**config.mk**
```make
export PLATFORM = sky130hd
export DESIGN_NAME = weight_buffer
export DESIGN_NICKNAME = d
export VERILOG_FILES = /design/src/rtl/weight_buf_pkg.sv /design/src/rtl/weight_shadow_loader.sv /design/src/rtl/weight_buffer.sv
export SDC_FILE = /design/constraint.sdc
export NUM_CORES = 1
export LEC_CHECK = 0
export CAP_MARGIN = 20
export CORE_ASPECT_RATIO = 0.5
export CORE_MARGIN = 1
export CORE_UTILIZATION = 31
export DETAILED_ROUTE_END_ITERATION = 12
export DONT_BUFFER_PORTS = 1
export PLACE_DENSITY = 0.43
export SLEW_MARGIN = 20
export SYNTH_ARGS = -nofsm -noshare
export SYNTH_HDL_FRONTEND = slang
export SYNTH_SLANG_ARGS = --single-unit
```
**constraint.sdc**
```tcl
create_clock -name clk -period 2.23 [get_ports clk]
set_input_delay 0.1115 -clock clk [delete_from_list [all_inputs] [get_ports clk]]
set_output_delay 0.1115 -clock clk [all_outputs]
set_load 0.01 [all_outputs]
```
**src/rtl/weight_buf_pkg.sv**
```systemverilog
// Shared types and sizes for the 3x3 kernel weight buffer and the row-rotation stage.
// No logic; constants and the cal_state encoding only.
// Row index wraps modulo KDIM; the encoding value 3 is never produced.
package weight_buf_pkg;

    localparam int DATA_W = 16;
    localparam int KDIM   = 3;
    localparam int KWORDS = KDIM * KDIM;
    localparam int KWIDTH = KWORDS * DATA_W;
    localparam int CNT_W  = 4;

    typedef enum logic [1:0] {
        CAL_R0 = 2'd0,
        CAL_R1 = 2'd1,
        CAL_R2 = 2'd2
    } cal_state_t;

    // Next row-rotation index; anything unexpected falls back to row 0.
    function automatic cal_state_t cal_next(input cal_state_t s);
        case (s)
            CAL_R0:  return CAL_R1;
            CAL_R1:  return CAL_R2;
            default: return CAL_R0;
        endcase
    endfunction

endpackage

```
**src/rtl/weight_shadow_loader.sv**
```systemverilog
// Assembles nine weight words into the shadow bank, row-major, word k at bits [16k+15:16k].
// Latency: a word lands in the shadow one cycle after its handshake; shadow_full follows word 8.
// Backpressure: w_ready drops while the shadow is full and rises the cycle after it is drained.
module weight_shadow_loader
    import weight_buf_pkg::*;
(
    input  logic              clk,
    input  logic              rst_n,
    input  logic              w_valid,
    input  logic [DATA_W-1:0] w_data,
    output logic              w_ready,
    input  logic              drain,
    output logic [KWIDTH-1:0] shadow,
    output logic              shadow_full
);

    logic [CNT_W-1:0] word_cnt;
    logic             take_vld;

    assign w_ready  = !shadow_full;
    assign take_vld = w_valid && !shadow_full;

    // Word counter, shadow storage and full flag; drain and take never coincide
    // because a drain needs a full shadow and a take needs an empty one.
    always_ff @(posedge clk) begin
        if (!rst_n) begin
            word_cnt    <= '0;
            shadow      <= '0;
            shadow_full <= 1'b0;
        end else begin
            if (drain) begin
                shadow_full <= 1'b0;
            end
            if (take_vld) begin
                for (int k = 0; k < KWORDS; k++) begin
                    if (word_cnt == CNT_W'(k)) begin
                        shadow[k*DATA_W +: DATA_W] <= w_data;
                    end
                end
                if (word_cnt == CNT_W'(KWORDS - 1)) begin
                    word_cnt    <= '0;
                    shadow_full <= 1'b1;
                end else begin
                    word_cnt <= word_cnt + CNT_W'(1);
                end
            end
        end
    end

endmodule

```
**src/rtl/weight_buffer.sv**
```systemverilog
// Double-buffered 3x3 kernel store feeding the PE row-rotation stage; optional WEIGHT_BUF_SWAP_CNT_EN adds swap_cnt/underrun.
// Latency: swap to new weight_out is 1 cycle with a full shadow; an early swap completes the cycle after word 8 lands.
// Backpressure: w_ready low while the shadow holds an unswapped kernel; extra swaps while pending are absorbed.
module weight_buffer
    import weight_buf_pkg::*;
(
    input  logic              clk,
    input  logic              rst_n,
    input  logic              w_valid,
    input  logic [DATA_W-1:0] w_data,
    output logic              w_ready,
    input  logic              swap,
    input  logic              row_advance,
    output logic [KWIDTH-1:0] weight_out,
    output logic [1:0]        cal_state,
    output logic              weight_valid,
    output logic              swap_pending
`ifdef WEIGHT_BUF_SWAP_CNT_EN
    ,
    output logic [15:0]       swap_cnt,
    output logic              underrun
`endif
);

    logic [KWIDTH-1:0] shadow;
    logic              shadow_full;
    logic              swap_exec;
    cal_state_t        cal_q;

    // A swap fires once the shadow is complete, whether requested now or earlier.
    assign swap_exec = (swap || swap_pending) && shadow_full;
    assign cal_state = cal_q;

    weight_shadow_loader u_loader (
        .clk         (clk),
        .rst_n       (rst_n),
        .w_valid     (w_valid),
        .w_data      (w_data),
        .w_ready     (w_ready),
        .drain       (swap_exec),
        .shadow      (shadow),
        .shadow_full (shadow_full)
    );

    // Active bank, pending-swap flag and row rotation; a swap overrides row_advance.
    always_ff @(posedge clk) begin
        if (!rst_n) begin
            weight_out   <= '0;
            weight_valid <= 1'b0;
            swap_pending <= 1'b0;
            cal_q        <= CAL_R0;
        end else if (swap_exec) begin
            weight_out   <= shadow;
            weight_valid <= 1'b1;
            swap_pending <= 1'b0;
            cal_q        <= CAL_R0;
        end else begin
            if (swap) begin
                swap_pending <= 1'b1;
            end
            if (row_advance && weight_valid) begin
                cal_q <= cal_next(cal_q);
            end
        end
    end

`ifdef WEIGHT_BUF_SWAP_CNT_EN
    // Saturating count of executed swaps and a one-cycle flag for swaps landing on a pending one.
    always_ff @(posedge clk) begin
        if (!rst_n) begin
            swap_cnt <= '0;
            underrun <= 1'b0;
        end else begin
            underrun <= swap && swap_pending;
            if (swap_exec && (swap_cnt != 16'hFFFF)) begin
                swap_cnt <= swap_cnt + 16'd1;
            end
        end
    end
`else
    // Swap accounting is not built in this configuration.
`endif

endmodule
```
==> out/results.tsv, run 1 <==
metric	value	unit
worst_r2r_path_depth	6	
p_leak	5.245	nW
synth_top_area_frac	0.5440	
drt_first_pass_iters	4	
clkLatencyLatePin	570	ps
num_io_pins	170	
tightest_slew	926.8	ps
area_delta_synth_final	29.20	%
synth_cells	1159	
r2r_slack	130	ps
place_ws	609.9	ps
maxCapViolCount	0	
initial_core_util	0.3159	
use_met2	0.3033	
seq_power_share	0.492	
finClkSkew	17.38	ps
power.switching	2.389	mW
whs_path_depth	4	
cts-root-buf	clkbuf_16	
place_area	11290	sq um
final_cell_area	14120	sq um
row_count	48	
setup_viol	0	
nFillCells	3456	
drtIter0Drc	364	
wl	31590	microns
clkSinkCount	297	
ys_ff_latch	297	
hold_path_class	in -> reg	
crit_path_end_kind	register	
worstPathRequired	2730	ps
fin_util	0.4082	
grt_use_total	0.1747	
synth_top_cells_by_area	dfxtp_1, nand2_1, mux2i_1, a21boi_0, a21boi_1	
cts_tree	built	
final_cells	1800	
yosys.area.top_type	dfxtp_1	
crit_type	reg -> reg	
postSynthAreaPerCell	9.430	sq um
grt_pass1_wl	48510	microns
relSlewSlack	0.3806	
yosysSeqAreaShare	0.5440	
dieHeight	134.8	microns
cts_buffer_depth	3	
post-synth-top-count-cell	nand2_1	
hold_viol_final	0	
num_antenna_cells	0	
overflow	0	
place_inst	1568	
rsz0062_at_grt	false	
netlist_area	10930	sq um
antenna_found_initial	0	
grtUsageMet1	0.2185	
drt.antenna.violating_nets	0	
final_nets	1327	
synth_edf_count	0	
synth_warnings	0	
die_w	267.5	microns
cellPowerDensity	777.3	nW/um^2
setup_tns	0	ps
fin_ws	125.2	ps
fmax	475.1	MHz
drc	0	
routed-via-count	8305	
period_share	0.9439	
slew_violations	0	
holdPathEnd	weight_out[93]	
swShare	0.2177	
ys_top_cells_by_count	nand2_1, dfxtp_1, mux2i_1, a21boi_0, clkbuf_1	
crit-reg2reg-capture	u_loader.shadow[133]	
routedWlPerCell	17.55	microns
finalCriticalPeriod	2105	ps
gp_congestion	0.6941	
die_area	36060	sq um
first_global_vias	8477	
worstPathArrival	2600	ps
p_int	8.587	mW
use_met3	0.03939	
synth_fp_nets	1184	
grt_max_degree	175	
pwr-share-clk	0.475	
clk_pin_slew	60	ps
dp_hpwl	17380	microns
cts-buffers-inserted	30	
busiest_layer	met2	
drive_above_1_share	0.05660	
hold_slack	76.05	ps
start_kind	register	
status	finished clean	
power	10.98	mW
portBuffers	0	
hp-start	swap	
pwr-share-comb	0.033	
vdd_drop_max	0.0005415	V
placeableCoreArea	34590	sq um
h-tree-depth	1	
ys.flop_type	dfxtp_1	
worstPathMaxFanout	20	
async_reset_ff_frac	0	
synth.distinct_cells	31	
via_per_inst	4.614	
reg2reg_from	u_loader.shadow_full	
[layout make-up]
| cell class | instances | area [sq um] | share of cell area |
|---|---|---|---|
| tap | 475 | 594.3 | 0.04209 |
| clock inverter | 5 | 56.30 | 0.003987 |
| inverter | 3 | 11.26 | 0.0007975 |
| timing repair buffer | 192 | 1956 | 0.1385 |
| clock buffer | 50 | 977.2 | 0.06920 |
| sequential | 297 | 5947 | 0.4211 |
| multi-input combinational | 778 | 4579 | 0.3243 |
[worst max-delay path by stage]
stage / cells past startpoint / to / slack (ps) / startpoint
CTS: 5 / weight_out[97] / 100 / swap_pending
floorplan: 6 / u_loader.shadow[69] / 860 / u_loader.word_cnt[0]
global route: 5 / weight_out[26] / 6 / u_loader.shadow_full
detailed placement: 4 / weight_out[98] / 610 / swap_pending
global placement: 4 / weight_out[98] / 660 / swap_pending
finish: 6 / u_loader.shadow[133] / 130 / u_loader.shadow_full
[metal layers]
metal,vias up,wire length [microns]
li1,4058,-
met3,53,1608
met2,111,14980
met1,4083,14180
met5,-,0
met4,0,810
[state kept, by name, indices dropped and copies added (netlist names)]
name and flops:
cal_state 2, u_loader.word_cnt 4, weight_valid 1, swap_pending 1, u_loader.shadow 144, weight_out 144, u_loader.shadow_full 1
[cells in the final DEF (no fill, tap or decap), drive strengths merged]
| master | Yosys | final |
|---|---|---|
| nor4 | 1 | 1 |
| ha | 4 | 4 |
| a21boi | 144 | 144 |
| inv | 3 | 4 |
| dlygate4sd3 | 0 | 176 |
| and3 | 6 | 6 |
| clkinv | 0 | 2 |
| nor2 | 4 | 4 |
| nor3b | 2 | 2 |
| xnor2 | 1 | 1 |
| dfxtp | 297 | 297 |
| nor2b | 3 | 3 |
| nor3 | 1 | 1 |
| o21ai | 2 | 2 |
| nand3 | 4 | 4 |
| bufinv | 0 | 1 |
| xor2 | 1 | 1 |
| o211a | 1 | 1 |
| nand3b | 1 | 1 |
| clkinvlp | 0 | 1 |
| nand4b | 1 | 1 |
| mux2i | 146 | 146 |
| buf | 37 | 16 |
| o21a | 3 | 3 |
| nand2 | 451 | 451 |
| a21oi | 1 | 1 |
| clkbuf | 44 | 50 |
| and4b | 1 | 1 |
[power by group through the flow]
stage / clock (mW) / combinational [mW] / sequential [mW]
after floorplan: 0 / 0.261 / 5.51
after global placement: 0 / 0.296 / 5.51
after detailed placement: 0 / 0.300 / 5.51
after CTS: 5.36 / 0.371 / 5.39
after global routing: 5.58 / 0.393 / 5.40
final: 5.21 / 0.366 / 5.40
[cells by family after synthesis]
group           synth area share
xor+xnor                0.001603
mux                       0.1337
compound gates            0.1036
flops                     0.5440
simple gates              0.1741
buf+inv                  0.03835
fa+ha+maj               0.004579
[worst max-delay path: stages (launching register included)]
cell           delay, ps
dfxtp_1              380
nor2b_2              120
buf_4                220
and4b_1              210
buf_4                310
mux2i_1              220
dlygate4sd3_1        570
[what timing repair did]
action	CTS	global route
hold endpoints to repair	297	2
buffers inserted	0	0
endpoints found under the setup margin	0	48
resized for setup	0	2
hold buffers	176	1
Power figures use the tool's default switching activity.
==> run 2: changes to the inputs <==
--- a/config.mk
+++ b/config.mk
@@ -11,7 +11,8 @@
 export CORE_UTILIZATION = 31
 export DETAILED_ROUTE_END_ITERATION = 12
 export DONT_BUFFER_PORTS = 1
-export PLACE_DENSITY = 0.43
+export PLACE_DENSITY = 0.47
+export SETUP_SLACK_MARGIN = 0.4
 export SLEW_MARGIN = 20
 export SYNTH_ARGS = -nofsm -noshare
 export SYNTH_HDL_FRONTEND = slang
==> out/results.tsv, run 2 (synthesis results as in run 1) <==
metric	value	unit
cts_tree	built	
worstPathRequired	2690	ps
drc	4	
grt_use_total	0.1674	
pwr-share-comb	0.031	
h-tree-depth	1	
hold_path_class	in -> reg	
first_global_vias	8210	
hold_slack	-271.0	ps
crit_path_end_kind	register	
routedWlPerCell	17.15	microns
place_ws	545.3	ps
tightest_slew	892.1	ps
worstPathMaxFanout	27	
via_per_inst	4.637	
dieHeight	134.8	microns
fin_ws	549.7	ps
layout_commonest_cell	nand2_1	
worst_r2r_path_depth	4	
clkLatencyLatePin	550	ps
initial_core_util	0.3159	
status	complete, but fails checks	
fmax	595.1	MHz
clkSinkCount	297	
hp-start	rst_n	
start_kind	register	
row_count	48	
drtIter0Drc	516	
nFillCells	3470	
hold_viol_final	107	
area_delta_synth_final	25.37	%
routed-via-count	8185	
setup_viol	0	
maxCapViolCount	0	
multi_input_area	4579	sq um
die_area	36060	sq um
antenna_found_initial	0	
final_nets	1294	
period_share	0.7535	
num_antenna_cells	0	
cts-buffers-inserted	29	
drt_first_pass_iters	10	
crit_type	reg -> reg	
dp_hpwl	17050	microns
reg_top3	u_loader.shadow x144, weight_out x144, u_loader.word_cnt x4	
overflow	0	
power.switching	2.292	mW
worstPathArrival	2140	ps
seq_power_share	0.501	
cts_buffer_depth	3	
gp_congestion	0.7155	
r2r_slack	550	ps
p_leak	4.576	nW
clk_pin_slew	60	ps
reg2reg_from	swap_pending	
drive_above_1_share	0.04806	
cts.hold.buffers_added	148	
cts_resized	0	
num_io_pins	170	
cellPowerDensity	785.6	nW/um^2
setup_tns	0	ps
finClkSkew	15.54	ps
rsz0062_at_grt	false	
vdd_drop_max	0.0004510	V
wl	30270	microns
finalCriticalPeriod	1680	ps
drt.antenna.violating_nets	0	
holdPathEnd	weight_out[141]	
cts_setup_buffers	0	
violations	design-rule violations, negative hold slack	
final_cell_mix	nand2_1, dfxtp_1, dlygate4sd3_1	
p_int	8.472	mW
final-seq-area	5946	sq um
portBuffers	0	
crit-reg2reg-capture	weight_out[0]	
cts-root-buf	clkbuf_16	
placeableCoreArea	34590	sq um
grt_pass1_wl	46780	microns
whs_path_depth	1	
swShare	0.2129	
grt_max_degree	313	
slew_violations	0	
die_w	267.5	microns
relSlewSlack	0.4038	
pwr-share-clk	0.467	
-- run 2: cell count changes in the layout (fill, tap and decap cells not counted), sizes merged --
| cell | delta |
|---|---|
| clkinvlp | +1 |
| buf | -5 |
| clkbuf | -8 |
| dlygate4sd3 | -27 |
| clkinv | +2 |
| bufinv | +3 |
| inv | -1 |
-- run 2: routing by layer --
| layer | vias to the layer above | track usage | wire length, microns |
|---|---|---|---|
| li1 | 3996 | - | - |
| met1 | 4045 | 0.2075 | 13290 |
| met2 | 110 | 0.2915 | 14540 |
| met3 | 34 | 0.04413 | 1908 |
| met4 | 0 | 0.03683 | 535 |
| met5 | - | 0 | 0 |
-- run 2: power by group through the flow --
stage | logic (mW) | registers, mW | clock network, mW
2_1_floorplan | 0.261 | 5.51 | 0
3_3_place_gp | 0.288 | 5.51 | 0
3_5_place_dp | 0.294 | 5.51 | 0
4_1_cts | 0.340 | 5.40 | 5.16
5_1_grt | 0.359 | 5.40 | 5.37
6_report | 0.339 | 5.40 | 5.03
-- run 2: stage by stage --
| step | cells | instance area, sq um | power [mW] | util | hold WS [ps] |
|---|---|---|---|---|---|
| 6_report | 1765 | 13700 | 10.76 | 0.3961 | -271.0 |
| 4_1_cts | 1764 | 13690 | 10.89 | 0.3958 | -311.3 |
| 3_5_place_dp | 1564 | 11250 | 5.809 | 0.3252 | 256.0 |
| 3_3_place_gp | 1564 | 11250 | 5.802 | 0.3252 | 253.4 |
| 2_1_floorplan | 1159 | 10930 | 5.766 | - | 249.3 |
| 5_1_grt | 1765 | 13700 | 11.13 | 0.3961 | -298.9 |
-- run 2: how the worst max path moves through the flow --
stage / startpoint / to / slack [ps]
after floorplan: u_loader.word_cnt[0] / u_loader.shadow[69] / 860
after global placement: swap_pending / weight_out[5] / 620
after detailed placement: swap_pending / weight_out[15] / 550
after CTS: swap_pending / weight_out[15] / 540
after global routing: swap_pending / weight_out[142] / 410
final: swap_pending / weight_out[0] / 550
-- run 2: final cells by class --
type / count / share of cell area
Sequential cell: 297 / 0.4339
Clock inverter: 10 / 0.01132
Tap cell: 475 / 0.04338
Timing Repair Buffer: 160 / 0.1176
Clock buffer: 42 / 0.05872
Inverter: 3 / 0.0008218
Multi-Input combinational cell: 778 / 0.3342
-- run 2: worst max-delay path: stages (launching register included) --
cell	delay (ps)
dfxtp_1	510
o21a_4	420
buf_4	380
nand2_1	80
a21boi_0	200
==> run 3: changes to the inputs <==
--- a/config.mk
+++ b/config.mk
@@ -5,6 +5,7 @@
 export SDC_FILE = /design/constraint.sdc
 export NUM_CORES = 1
 export LEC_CHECK = 0
+export ABC_AREA = 1
 export CAP_MARGIN = 20
 export CORE_ASPECT_RATIO = 0.5
 export CORE_MARGIN = 1
==> constraint.sdc (replaced) <==
create_clock -name clk -period 1.72 [get_ports clk]
set_input_delay 0.086 -clock clk [delete_from_list [all_inputs] [get_ports clk]]
set_output_delay 0.086 -clock clk [all_outputs]
set_load 0.01 [all_outputs]
==> out/results.tsv, run 3 <==
metric	value	unit
status	complete, but fails checks	
violations	negative hold slack	
h-tree-depth	1	
portBuffers	0	
placeableCoreArea	33580	sq um
worstPathArrival	1870	ps
synth-compound-area-share	0.07040	
rsz0062_at_grt	true	
period_share	0.8225	
setup_viol	0	
cts-buffers-inserted	29	
p_leak	4.959	nW
synth_top_family_by_area	simple AND/OR/NAND/NOR gates	
relSlewSlack	0.4337	
cellPowerDensity	1093	nW/um^2
finalCriticalPeriod	1415	ps
yosys.area.top_type	dfxtp_1	
maxUsedRoutingLayer	met4	
synth-simple-area-share	0.3201	
first_global_vias	7794	
final_cell_area	12890	sq um
grt_use_total	0.1678	
synth_top_cells_by_area	dfxtp_1, nor2_1, nand2_1, o21ai_0, buf_2	
die_area	35420	sq um
drive_above_1_share	0.09238	
fmax	706.8	MHz
final_cell_mix	nor2_1, dfxtp_1, nand2_1	
dieHeight	133.6	microns
maxCapViolCount	0	
yosysSeqAreaShare	0.5539	
synth_edf_count	0	
drt.antenna.violating_nets	0	
nFillCells	3487	
ys_ff_latch	297	
row_count	47	
via_per_inst	4.494	
drt_first_pass_iters	5	
finClkSkew	13.62	ps
power	14.10	mW
reg_top3	u_loader.shadow x144, weight_out x144, u_loader.word_cnt x4	
crit_type	reg -> reg	
synth_fa_ha_area_frac	0.004663	
crit_path_end_kind	register	
grt_pass1_wl	46210	microns
place_area	11200	sq um
ys_top_cells_by_count	nor2_1, nand2_1, dfxtp_1, o21ai_0, buf_2	
synth_cells	1472	
clkSinkCount	297	
synth_warnings	0	
synth_fp_nets	1497	
crit_top_cell	nand2_1	
synth-xor-area-share	0.0008159	
drtIter0Drc	667	
wl	31890	microns
worstPathCellList	inv_4 -> ha_2 -> nand3_4 -> nor2_4 -> buf_12 -> clkbuf_16 -> nand2_1 -> nand2_1 -> nor2_1	
num_antenna_cells	0	
tightest_slew	844.3	ps
async_reset_ff_frac	0	
clk_pin_slew	60	ps
netlist_area	10730	sq um
synth_top_area_frac	0.5539	
cpPeakStageDelay	360	ps
layout_commonest_cell	nor2_1	
gp_congestion	0.7541	
initial_core_util	0.3197	
hold_slack	-311.1	ps
synth.distinct_cells	23	
vdd_drop_max	0.0005607	V
routedWlPerCell	16.37	microns
cts-root-buf	clkbuf_16	
routed-via-count	8755	
crit_buf_inv	3	
final_nets	1485	
wl_met1	14570	microns
slew_violations	0	
antenna_found_initial	0	
num_io_pins	170	
drc	0	
hold_viol_final	291	
cts_buffer_depth	3	
grt_max_degree	292	
area_delta_synth_final	20.13	%
die_w	265.2	microns
setup_tns	0	ps
synth.area.mux_share	0	
postSynthAreaPerCell	7.292	sq um
worstPathMaxFanout	8	
slowest_stage	dfxtp_4	
clkLatencyLatePin	560	ps
post-synth-top-count-cell	nor2_1	
start_kind	register	
critical_path.top_delay_family	simple AND/OR/NAND/NOR gates	
worstPathRequired	2170	ps
cts_tree	built	
overflow	0	
met3_length	1354	microns
wl_met2	15240	microns
hold_path_class	in -> reg	
ys.flop_type	dfxtp_1	
dp_hpwl	17730	microns
-- run 3: repair_timing --
item | CTS | global route
pin swaps | 3 | 20
gates resized for setup | 25 | 41
endpoints found under the setup margin | 291 | 266
setup buffers | 3 | 3
cloned | 3 | 13
hold buffers | 2 | 1
endpoints found under the hold margin | 297 | 295
-- run 3: cells by family after synthesis --
logic type / Yosys count
xor gates and xnor gates: 1
adders and majority gates: 4
and+or+nand+nor: 904
buffers and inverters: 116
AOI/OAI and AO/OA: 150
DFF: 297
-- run 3: power by group --
group	leakage, nW	internal, mW	switching, mW
clock	0.479	3.68	2.75
combinational	2.08	0.231	0.406
sequential	2.40	6.98	0.0599
-- run 3: layout make-up --
cell class / instances / area, sq um / share of cell area
tap: 465 / 581.8 / 0.04512
timing repair buffer: 47 / 879.6 / 0.06821
clock inverter: 13 / 132.6 / 0.01029
inverter: 26 / 112.6 / 0.008733
clock buffer: 41 / 830.8 / 0.06443
multi-input combinational: 1059 / 4402 / 0.3414
sequential: 297 / 5956 / 0.4619
-- run 3: worst paths after layout --
check	from	end	slack, ps	cells past startpoint
worst max-delay path	u_loader.word_cnt[1]	u_loader.shadow[21]	310	9
worst min-delay path	rst_n	weight_out[31]	-310	2
worst max register to register	u_loader.word_cnt[1]	u_loader.shadow[21]	310	9
worst min register to register	u_loader.shadow[111]	u_loader.shadow[111]	470	2
-- run 3: per-stage QoR --
stage / cells / setup slack (ps) / utilization
after CTS: 1931 / 279.9 / 0.3695
after detailed placement: 1869 / 227.1 / 0.3337
after floorplan: 1472 / 428.2 / -
after global routing: 1948 / 209.0 / 0.3840
final: 1948 / 305.2 / 0.3840
after global placement: 1869 / 275.0 / 0.3337
-- run 3: per-layer routing --
metal,vias up,GRT usage
met5,-,0
met4,0,0.04367
met3,43,0.03512
met2,120,0.2857
met1,4083,0.2162
li1,4509,-
